[src/rtl/serial_rx_ctrl.sv]
// Receive sequencer for an idle-high serial line: finds the start bit, drives an external
// 10-bit SIPO (shift clock, data, clear), checks the stop bit and hands the byte over valid/ready.
module serial_rx_ctrl #(
    parameter int CLKS_PER_BIT = 16,
    parameter int DATA_W       = 8
) (
    input  logic              clk,
    input  logic              reset,
    input  logic              rx_in,
    output logic              sr_clk,
    output logic              sr_reset,
    output logic              sr_data,
    input  logic [DATA_W-1:0] sr_par_in,
    output logic [DATA_W-1:0] rx_data,
    output logic              rx_valid,
    input  logic              rx_ready,
    output logic              framing_err,
    output logic              overrun_err
);

    localparam int SW = $clog2(CLKS_PER_BIT);
    localparam int BW = $clog2(DATA_W + 2);
    localparam logic [SW-1:0] HALF_M1   = SW'(CLKS_PER_BIT / 2 - 1);
    localparam logic [SW-1:0] FULL_M1   = SW'(CLKS_PER_BIT - 1);
    localparam logic [SW-1:0] SETTLE    = SW'(2);
    localparam logic [BW-1:0] LAST_DATA = BW'(DATA_W);

    typedef enum logic [2:0] {IDLE, START, DATA, STOP, CHECK, BRK} state_t;

    state_t          state, state_nxt;
    logic [1:0]      sync_q;
    logic            rx_s;
    logic [SW-1:0]   samp_cnt;
    logic [BW-1:0]   bit_cnt;
    logic            stop_bit;
    logic            shift_pend;
    logic            sample, samp_clr, done;
    logic            capture, overrun, framing;

    assign rx_s = sync_q[1];

    always_ff @(posedge clk or negedge reset) begin
        if (!reset) state <= IDLE;
        else        state <= state_nxt;
    end

    always_comb begin
        state_nxt = state;
        case (state)
            IDLE:  if (!rx_s) state_nxt = START;
            START: if (samp_cnt == HALF_M1) state_nxt = rx_s ? IDLE : DATA;
            DATA:  if (samp_cnt == FULL_M1 && bit_cnt == LAST_DATA) state_nxt = STOP;
            STOP:  if (samp_cnt == FULL_M1) state_nxt = CHECK;
            CHECK: if (samp_cnt == SETTLE) state_nxt = stop_bit ? IDLE : BRK;
            BRK:   if (rx_s) state_nxt = IDLE;
            default: state_nxt = IDLE;
        endcase
    end

    always_comb begin
        sample   = 1'b0;
        samp_clr = 1'b0;
        done     = 1'b0;
        case (state)
            START: if (samp_cnt == HALF_M1) begin
                samp_clr = 1'b1;
                sample   = !rx_s;
            end
            DATA, STOP: if (samp_cnt == FULL_M1) begin
                samp_clr = 1'b1;
                sample   = 1'b1;
            end
            CHECK: done = (samp_cnt == SETTLE);
            default: ;
        endcase
        // A same-cycle accept frees the holding register, so the new byte is not an overrun.
        capture = done && stop_bit && (!rx_valid || rx_ready);
        overrun = done && stop_bit && rx_valid && !rx_ready;
        framing = done && !stop_bit;
    end

    always_ff @(posedge clk or negedge reset) begin
        if (!reset) begin
            sync_q      <= 2'b11;
            samp_cnt    <= '0;
            bit_cnt     <= '0;
            stop_bit    <= 1'b1;
            shift_pend  <= 1'b0;
            sr_clk      <= 1'b0;
            sr_reset    <= 1'b1;
            sr_data     <= 1'b1;
            rx_data     <= '0;
            rx_valid    <= 1'b0;
            framing_err <= 1'b0;
            overrun_err <= 1'b0;
        end else begin
            sync_q <= {sync_q[0], rx_in};

            if (state == IDLE || state == BRK || samp_clr) samp_cnt <= '0;
            else                                           samp_cnt <= samp_cnt + SW'(1);

            if (state == IDLE)                         bit_cnt <= '0;
            else if (sample && state == START)         bit_cnt <= BW'(1);
            else if (sample && state == DATA)          bit_cnt <= bit_cnt + BW'(1);

            if (sample && state == STOP) stop_bit <= rx_s;
            if (sample)                  sr_data  <= rx_s;

            // sr_data leads the shift clock by one cycle and holds past its fall.
            shift_pend <= sample;
            sr_clk     <= shift_pend;
            sr_reset   <= (state_nxt == IDLE);

            if (capture) begin
                rx_data  <= sr_par_in;
                rx_valid <= 1'b1;
            end else if (rx_valid && rx_ready) begin
                rx_valid <= 1'b0;
            end

            framing_err <= framing;
            overrun_err <= overrun;
        end
    end

endmodule
[config.mk]
export PLATFORM = sky130hd
export DESIGN_NAME = serial_rx_ctrl
export DESIGN_NICKNAME = d
export VERILOG_FILES = /design/src/rtl/serial_rx_ctrl.sv
export SDC_FILE = /design/constraint.sdc
export NUM_CORES = 1
export LEC_CHECK = 0
export CORE_UTILIZATION = 45
export CTS_CLUSTER_SIZE = 16
export DETAILED_ROUTE_END_ITERATION = 7
export PLACE_DENSITY_LB_ADDON = 0.3
export SLEW_MARGIN = 20
export SYNTH_ARGS = -nofsm -noshare
export SYNTH_HDL_FRONTEND = slang
export SYNTH_SLANG_ARGS = --single-unit
[constraint.sdc]
create_clock -name clk -period 1.7 [get_ports clk]
set_input_delay 0.17 -clock clk [delete_from_list [all_inputs] [get_ports clk]]
set_output_delay 0.17 -clock clk [all_outputs]
set_load 0.02 [all_outputs]
==> summary.txt <==
Outcome
  • Status: finished clean

STA
  • RSZ-0062 raised after global routing: true
  • Final period demand of the worst path: ~1.6 ns
  • Fin. Hold Viols: 0
  • Clock Skew: approximately 0.0089 ns
  • Slew headroom: roughly three quarters
  • Hold_ws: 0.2166 ns
  • Sum Neg Setup Slack: 0 ns
  • # setup viols final: 0
  • Final Slew Violations: 0
  • Fin crit share: a little over nine tenths
  • Tightest Pin Transition: around 0.37 ns
  • Fmax: just over 0.6 GHz

CTS
  • CTS sink count: 29
  • Clock Latency Late Sink: between 0.3 and 0.4 ns
  • TritonCTS Buffers: 5
  • CTS tree: done
  • Clk buf depth: 2
  • CTS H-Tree Depth: 2
  • Root Driver: clkbuf_4
  • Clock transition at the registers of the reported paths: 0.09 ns
  • Cts hold-fix bufs: 0

Power
  • PD cells: approximately 1200 nW/um^2
  • Final Power: 2191 uW
  • LEAKAGE: 0.0008225 uW
  • Peak supply drop: 0.0006655 V

Drt
  • WL final: 2.659 mm
  • Per-cell routed wire length: 14.69 um
  • ANT nets after route: 0
  • Via-to-Cell Ratio: around 5.3
  • Residual DRC: 0
  • 1st-iter DRT viols: 38
  • First-pass DRT Iterations: 4
  • Via count: between 900 and 1000

GRT
  • GR Util met3: roughly 6.7%
  • Grt ovf: 0
  • Total GRT Usage: a little under a fifth
  • GR Layer Usage met2: between 30% and 40%
  • Gr busiest metal: met2
  • Initial antenna violation count: 0
  • First-pass GRT wire length: approximately 4.4 mm
  • Met1 Resource Use GR: between 20% and 30%
  • Vias in the first global route: roughly 940
  • Largest net degree at the start of global routing: 30

Placement
  • Final HPWL DP: approximately 1.8 mm
  • GP Congestion: between 0.9 and 1
  • Placed cell count: approximately 170
  • Port-buffer cells: 25

Worst setup path
  • Critical path's largest stage delay: between 0.4 and 0.5 ns
  • CP Max Fanout: 8
  • CP Buf/Inv Count: 2
  • WP data required: between 1.5 and 2 ns
  • Critical path arrival: approximately 1.9 ns
  • CP Cell Sequence: inv_1 > ha_2 > nor4b_4 > buf_4 > nand4_4 > mux2_2
  • Slowest cell on crit path: dfrtp_1
  • Crit end category: flip-flop
  • Cell family with most CP delay: flip-flops
  • CP startpoint kind: flip-flop
  • WS Path Type: flip-flop to flip-flop

Logic synthesis
  • Flip-flop and latch count after synthesis: 29
  • Warnings from Yosys: 0
  • Yosys top cell by area: dfrtp_1
  • Most used DFF post-synth: dfrtp_1
  • Seq/Total Area, Yosys: 54.22%
  • Share of the synthesized area in the top cell type: 44.49%
  • Yosys cell types: 36
  • Synth top area cells: dfrtp_1, dfstp_2, mux2_2
  • Number of synthesized flops with an enable pin: 0
  • Post-Syn Instances: between 100 and 150
  • Post-Syn Area per Cell: 11.84 um^2
  • Synthesized area: roughly 1400 um^2
  • Post-synth ARST share: between 90% and 100%
  • Post-synthesis net count: 130

Min path
  • Worst hold path type: primary input to asynchronous set/reset pin

Flow run
  • Max_cap viols: 0

Floorplan
  • Die X-Extent: about 57 um
  • Starting Density: between 40% and 50%
  • Row cnt: 19
  • Core area: 2805 um^2
  • Top Ports: 26
  • Die area: roughly 3200 um^2
  • Die boundary height: ~57 um

Finish
  • Nets@finish: approximately 170
  • Post-Layout Cell Count: approximately 180
  • Diodes inserted: 0
  • Area Overhead vs Synth: 32.90%
  • Share of cells above drive strength 1: around 29%
  • Fill count: 239
  • Post-layout util: 63.96%
[Yosys cell counts, drive strengths merged, types with 2 or more instances]
cell    instances
a21oi           2
a311oi          2
and3            3
buf             3
clkbuf          2
dfrtp          24
dfstp           5
ha              4
inv             6
mux2            9
nand2           7
nand2b          3
nand3           4
nand3b          2
nor2           10
nor2b           2
nor3            4
nor4            2
o21ai           3
xnor2           3
xor2            2
[area by class of cell]
type | count | area [um^2] | area share (%)
clock inverter | 3 | 65.06 | 3.626
timing repair buffer | 33 | 310.3 | 17.29
sequential | 29 | 734.5 | 40.93
clock buffer | 5 | 37.54 | 2.092
multi-input combinational | 74 | 585.6 | 32.64
tap | 31 | 38.79 | 2.162
inverter | 6 | 22.52 | 1.255
[per-stage QoR]
stage               worst slack (ns)  cell area [um^2]
finish                       0.06355              1794
global route                -0.04091              1794
floorplan                     0.2252              1350
CTS                         0.003592              1745
global placement              0.1202              1638
detailed placement           0.02275              1638
[worst reg2reg max path: cells and delay by family (launching register included)]
kind / cells / cell delay [ns]
DFF: 1 / 0.41
and+or+nand+nor: 2 / 0.40
buffers and inverters: 2 / 0.25
adders and majority gates: 1 / 0.16
muxes: 1 / 0.32
[logic make-up after synthesis]
family	after synthesis	synth area share, %
flops	29	54.22
compound gates	13	6.952
buf+inv	11	3.985
simple gates	42	19.65
mux	10	8.249
fa+ha+maj	4	3.707
xor+xnor	5	3.244
[timing repair]
action / CTS / global route
endpoints found under the setup margin: 1 / 13
gates resized for setup: 1 / 7
setup buffers: 0 / 4
pin swaps: 0 / 4
[worst paths after layout]
| check | start | to | slack (ns) | cells after the start |
|---|---|---|---|---|
| max | samp_cnt[0]$_DFF_PN0_ | rx_data[4]$_DFFE_PN0P_ | 0.06 | 6 |
| min | reset | state[2]$_DFF_PN0_ | 0.22 | 2 |
| max reg2reg | samp_cnt[0]$_DFF_PN0_ | rx_data[4]$_DFFE_PN0P_ | 0.06 | 6 |
| min reg2reg | sync_q[0]$_DFF_PN1_ | sync_q[1]$_DFF_PN1_ | 0.36 | 0 |
| max in group asynchronous | reset | stop_bit$_DFFE_PN1P_ | 1.17 | 2 |
| min in group clk | rx_in | sync_q[0]$_DFF_PN1_ | 0.24 | 1 |
[cells in the final DEF (no fill, tap or decap), types with 2 or more instances in the layout]
cell type / n
buf_4: 8
dfrtp_1: 22
a21oi_1: 2
nand3b_1: 2
nand3_1: 4
inv_1: 6
dfrtp_2: 2
nand2b_1: 3
clkdlybuf4s50_1: 25
a311oi_1: 2
o21ai_0: 3
mux2_2: 9
ha_1: 3
and3_1: 3
clkbuf_4: 5
dfstp_2: 5
nor2_1: 9
xnor2_1: 3
xor2_1: 2
nor4_1: 2
bufinv_16: 2
nor3_1: 3
nand2_1: 6
[flip-flops by register name (all words and copies together), names as in the netlist]
signal       cells
rx_data          8
sync_q           2
state            3
shift_pend       1
sr_data          1
rx_valid         1
stop_bit         1
sr_reset         1
sr_clk           1
samp_cnt         4
overrun_err      1
bit_cnt          4
framing_err      1
[layer usage]
metal | vias to the layer above | wire length, um
met5 | - | 0
met4 | 0 | 81
met3 | 10 | 116
met2 | 22 | 1341
met1 | 461 | 1119
li1 | 464 | -
[power by group]
group / internal (uW) / switching [uW] / leakage (uW) / total, uW
combinational: 275 / 278 / 0.000393 / 554
sequential: 797 / 147 / 0.000375 / 944
clock: 455 / 237 / 0.0000552 / 693
total: 1530 / 663 / 0.000822 / 2190
No activity file was read; power rests on OpenSTA's default activity.
